$ cat src/rtl/alu_exec_unit.sv
// Execute-stage ALU: single-cycle logic/arith, bit-serial SLL/SRL behind a
// start/busy/done handshake. Result and flags are registered and only move on completion.
module alu_exec_unit #(
  parameter int XLEN    = 32,
  parameter int SHAMT_W = 5
) (
  input  logic            clk,
  input  logic            rst_n,
  input  logic            start,
  input  logic [2:0]      ALU_control,
  input  logic [XLEN-1:0] SrcA,
  input  logic [XLEN-1:0] SrcB,
  output logic            busy,
  output logic            done,
  output logic [XLEN-1:0] ALU_result,
  output logic            Zero,
  output logic            Overflow
);

  localparam logic [2:0] OP_ADD = 3'b000;
  localparam logic [2:0] OP_SLL = 3'b001;
  localparam logic [2:0] OP_SUB = 3'b010;
  localparam logic [2:0] OP_XOR = 3'b100;
  localparam logic [2:0] OP_SRL = 3'b101;
  localparam logic [2:0] OP_OR  = 3'b110;
  localparam logic [2:0] OP_AND = 3'b111;

  typedef enum logic {IDLE, SHIFT} state_t;

  state_t              state;
  logic [XLEN-1:0]     acc;
  logic [SHAMT_W-1:0]  cnt;
  logic                shl;

  logic [SHAMT_W-1:0]  shamt;
  logic                is_shift;
  logic [XLEN-1:0]     sum, diff, f_res, acc_nx;
  logic                f_ovf;

  assign shamt    = SrcB[SHAMT_W-1:0];
  assign is_shift = (ALU_control == OP_SLL) || (ALU_control == OP_SRL);
  assign acc_nx   = shl ? {acc[XLEN-2:0], 1'b0} : {1'b0, acc[XLEN-1:1]};

  // Single-cycle datapath; shifts here only ever see shamt==0 in practice,
  // but the full barrel form keeps f() correct for any caller.
  always_comb begin
    sum   = SrcA + SrcB;
    diff  = SrcA - SrcB;
    f_res = '0;
    f_ovf = 1'b0;
    case (ALU_control)
      OP_ADD: begin
        f_res = sum;
        f_ovf = (SrcA[XLEN-1] == SrcB[XLEN-1]) && (sum[XLEN-1] != SrcA[XLEN-1]);
      end
      OP_SUB: begin
        f_res = diff;
        f_ovf = (SrcA[XLEN-1] != SrcB[XLEN-1]) && (diff[XLEN-1] != SrcA[XLEN-1]);
      end
      OP_SLL:  f_res = SrcA << shamt;
      OP_SRL:  f_res = SrcA >> shamt;
      OP_XOR:  f_res = SrcA ^ SrcB;
      OP_OR:   f_res = SrcA | SrcB;
      OP_AND:  f_res = SrcA & SrcB;
      default: f_res = '0;
    endcase
  end

  always_ff @(posedge clk or negedge rst_n) begin
    if (!rst_n) begin
      state      <= IDLE;
      busy       <= 1'b0;
      done       <= 1'b0;
      ALU_result <= '0;
      Zero       <= 1'b1;
      Overflow   <= 1'b0;
      acc        <= '0;
      cnt        <= '0;
      shl        <= 1'b0;
    end else begin
      done <= 1'b0;
      case (state)
        IDLE: begin
          if (start) begin
            if (is_shift && (shamt != '0)) begin
              acc   <= SrcA;
              cnt   <= shamt;
              shl   <= (ALU_control == OP_SLL);
              busy  <= 1'b1;
              state <= SHIFT;
            end else begin
              ALU_result <= f_res;
              Zero       <= (f_res == '0);
              Overflow   <= f_ovf;
              done       <= 1'b1;
            end
          end
        end
        SHIFT: begin
          acc <= acc_nx;
          cnt <= cnt - 1'b1;
          if (cnt == SHAMT_W'(1)) begin
            ALU_result <= acc_nx;
            Zero       <= (acc_nx == '0);
            Overflow   <= 1'b0;
            done       <= 1'b1;
            busy       <= 1'b0;
            state      <= IDLE;
          end
        end
        default: state <= IDLE;
      endcase
    end
  end

endmodule

$ cat config.mk
export PLATFORM = sky130hd
export DESIGN_NAME = alu_exec_unit
export DESIGN_NICKNAME = d
export VERILOG_FILES = /design/src/rtl/alu_exec_unit.sv
export SDC_FILE = /design/constraint.sdc
export NUM_CORES = 1
export LEC_CHECK = 0
export ABC_AREA = 1
export CORE_AREA = 2 2 300 183
export CTS_BUF_LIST = sky130_fd_sc_hd__clkbuf_16
export DETAILED_ROUTE_END_ITERATION = 10
export DIE_AREA = 0 0 302 185
export PLACE_DENSITY_LB_ADDON = 0.08
export REMOVE_ABC_BUFFERS = 1
export SLEW_MARGIN = 20
export SYNTH_ARGS = -nofsm -noshare
export SYNTH_HDL_FRONTEND = slang
export SYNTH_SLANG_ARGS = --single-unit
$ cat constraint.sdc
create_clock -name clk -period 4.2 [get_ports clk]
set_clock_uncertainty 0.1 [all_clocks]
set_input_delay 0.42 -clock clk [delete_from_list [all_inputs] [get_ports clk]]
set_output_delay 0.42 -clock clk [all_outputs]
set_load 0.02 [all_outputs]
==> metrics <==
status=finished, final reports clean; final WL=76.6 mm; relative slew slack=39.1%; Post-synth EDFFs=0; Min Hold Slack=0.0477 ns; initial antenna violation count=1; Final Core Density=30.8%; Die ar.=55900 um^2; Mean Syn Cell Area=5.45 um^2; warnings from Yosys=0; Setup crit end kind=flop; DRC errors left=0; GR peak layer=met1; power consumption=6.18 mW; ANT cells=0; FMAX=250 MHz; Hold-fix buffers, CTS=0; CTS tree=built; mapped cell area=13700 um^2; Pwr Density=376 nW/um^2; asr flop ratio synth=100%; ranking of synthesized cells by area=nand2_1, nand3_1, dfrtp_1; met1 usage=43.0%; Post-synth top flop=dfrtp_1; port bufs=105; worst-path maximum fanout=10; Synth Register Bits=75; Fillers=6126; Slew @ Worst Pin=0.914 ns; largest net degree at the start of global routing=74; Reg area=1880 um^2; Initial Util=25.6%; # setup viols final=0; synthesized instance count=2509; Worst Setup Start Kind=input pin; clock buffer count from CTS=9; area leader, netlist=nand2_1; Critical Path RT=4.39 ns; CTS root buffer=clkbuf_16; Worst EP arrival=4.19 ns; Yosys cell types=48; wire length per cell=22.8 um; first-pass GRT wire length=110 mm; Crit Path Category=input pin to flop; core area=53400 um^2; Final period util=95.2%; maximum vdd drop=0.252 mV; DR vias=17303; total congestion overflow=0; final hold violations=0; fin cells=3362; vias in the first global route=15834; Site Rows=66; Max clock buf depth=2; dpl cells=3346; clk sinks=75; Iteration-0 DRC Markers=2340; Final Wtd Congestion=0.980; clock latency on the worst-skew pair=0.37 ns; max_cap viols=0; GR Util met3=6.08%; Nets=2822; num ports=106; overall routing resource usage=27.2%; share of cells above drive strength 1=8.99%; die width=302 um; Seq/Total Area, Yosys=13.7%; HP Class=input pin to async pin; H-tree depth=3; Area Overhead vs Synth=20.4%; share of the synthesized area in the top cell type=20.5%; Pre-antenna DRT Iters=5; die height=185 um; via density per instance=5.15; max-slew violation count=0; footprint of the multi-input gates=9750 um^2; GRT met2 Usage=36.6%; Final min period=4.00 ns; post-route ant nets=0; unrepaired setup endpoints after global routing=no; static leakage=8.80 nW; clock slew at reported path FFs=0.07 ns; HPWL Detailed=64.5 mm
==> logic make-up (layout without fill, tap and decap cells) <==
group,Yosys count,count (layout),synth area share [%]
fa+ha+maj,109,109,10.1
flops,75,75,13.7
simple gates,1555,1555,48.8
compound gates,270,270,12.2
xor+xnor,2,2,0.128
buf+inv,498,637,15.0
==> per-layer routing <==
metal	wire length [um]	share of wire, %
met1	38900	51
met2	29000	38
met3	7140	9.3
met4	1480	1.9
met5	0	0
==> timing repair <==
action | in CTS | in global routing
resized for setup | 1 | 2
setup endpoints to repair | 2 | 2
pin swaps | 0 | 0
cloned | 0 | 0
buffers inserted | 0 | 0
endpoints found under the hold margin | 0 | 0
==> synth_stat cells, drive strengths merged, types with 9 or more instances <==
cell type  number
a21oi          78
a31oi           9
and2            9
buf            77
clkbuf         42
dfrtp          74
ha            107
inv           377
nand2         764
nand3         442
nand4          24
nor2          271
nor3           13
o211ai         15
o21ai          82
o221ai         51
o22ai          23
or2            23
==> layout make-up <==
cell class / instances / share of cell area [%]
clock buffers: 9 / 1.37
clock inverters: 7 / 0.752
inverters: 379 / 8.66
multi-input cells: 1936 / 59.2
flip-flops and latches: 75 / 11.4
well taps: 714 / 5.43
repair buffers: 242 / 13.1
==> cell usage in the layout (no fill, tap or decap), types with 22 or more instances in the layout <==
cell type and instances:
a21oi_1 78, buf_4 130, clkdlybuf4s50_1 100, dfrtp_1 74, ha_1 106, inv_1 361
nand2_1 748, nand3_1 439, nand4_1 24, nor2_1 257, o21ai_0 76, o221ai_1 51
o22ai_1 23, or2_2 22
==> worst paths after layout <==
check	start	to	slack, ns	depth (start not counted)
min in group clk	Overflow$_DFFE_PN0P_	Overflow$_DFFE_PN0P_	0.39	1
max	SrcA[24]	Zero$_DFFE_PN1P_	0.20	18
min reg2reg	Overflow$_DFFE_PN0P_	Overflow$_DFFE_PN0P_	0.39	1
max in group asynchronous	rst_n	Zero$_DFFE_PN1P_	3.05	2
min	rst_n	cnt[2]$_DFFE_PN0P_	0.05	1
max reg2reg	shl$_DFFE_PN0P_	Zero$_DFFE_PN1P_	0.95	5
==> state kept, by name (all words and copies together), names as in the netlist <==
signal	cells
state	1
shl	1
Zero	1
ALU_result	32
cnt	5
done	1
Overflow	1
busy	1
acc	32
==> metrics by stage <==
step                cell area, um^2  TNS [ns]  setup WS, ns
floorplan                     13000     -8.12        -0.826
global route                  16500         0       0.00239
CTS                           16500         0        0.0676
detailed placement            16100     -1.15        -0.525
global placement              16100     -1.53        -0.624
finish                        16500         0         0.203
==> power by group <==
group | total, mW | internal [mW] | switching (mW)
Combinational | 3.89 | 1.42 | 2.47
Sequential | 1.33 | 1.10 | 0.236
Clock | 0.958 | 0.587 | 0.371
Total | 6.18 | 3.10 | 3.08
==> worst max-delay path, cell delays in order <==
cell,delay [ns]
clkdlybuf4s50_1,0.70
inv_1,0.17
ha_1,0.53
nor2_1,0.21
inv_1,0.08
nor2_2,0.23
nand2_1,0.19
nor3_1,0.18
nand2_1,0.20
a21oi_1,0.20
nor2_1,0.07
nor2_1,0.21
nand2_1,0.12
nor2_1,0.17
nand2_1,0.17
nor2_1,0.13
nand2_1,0.06
a21oi_1,0.14
No activity file was read; power rests on OpenSTA's default activity.
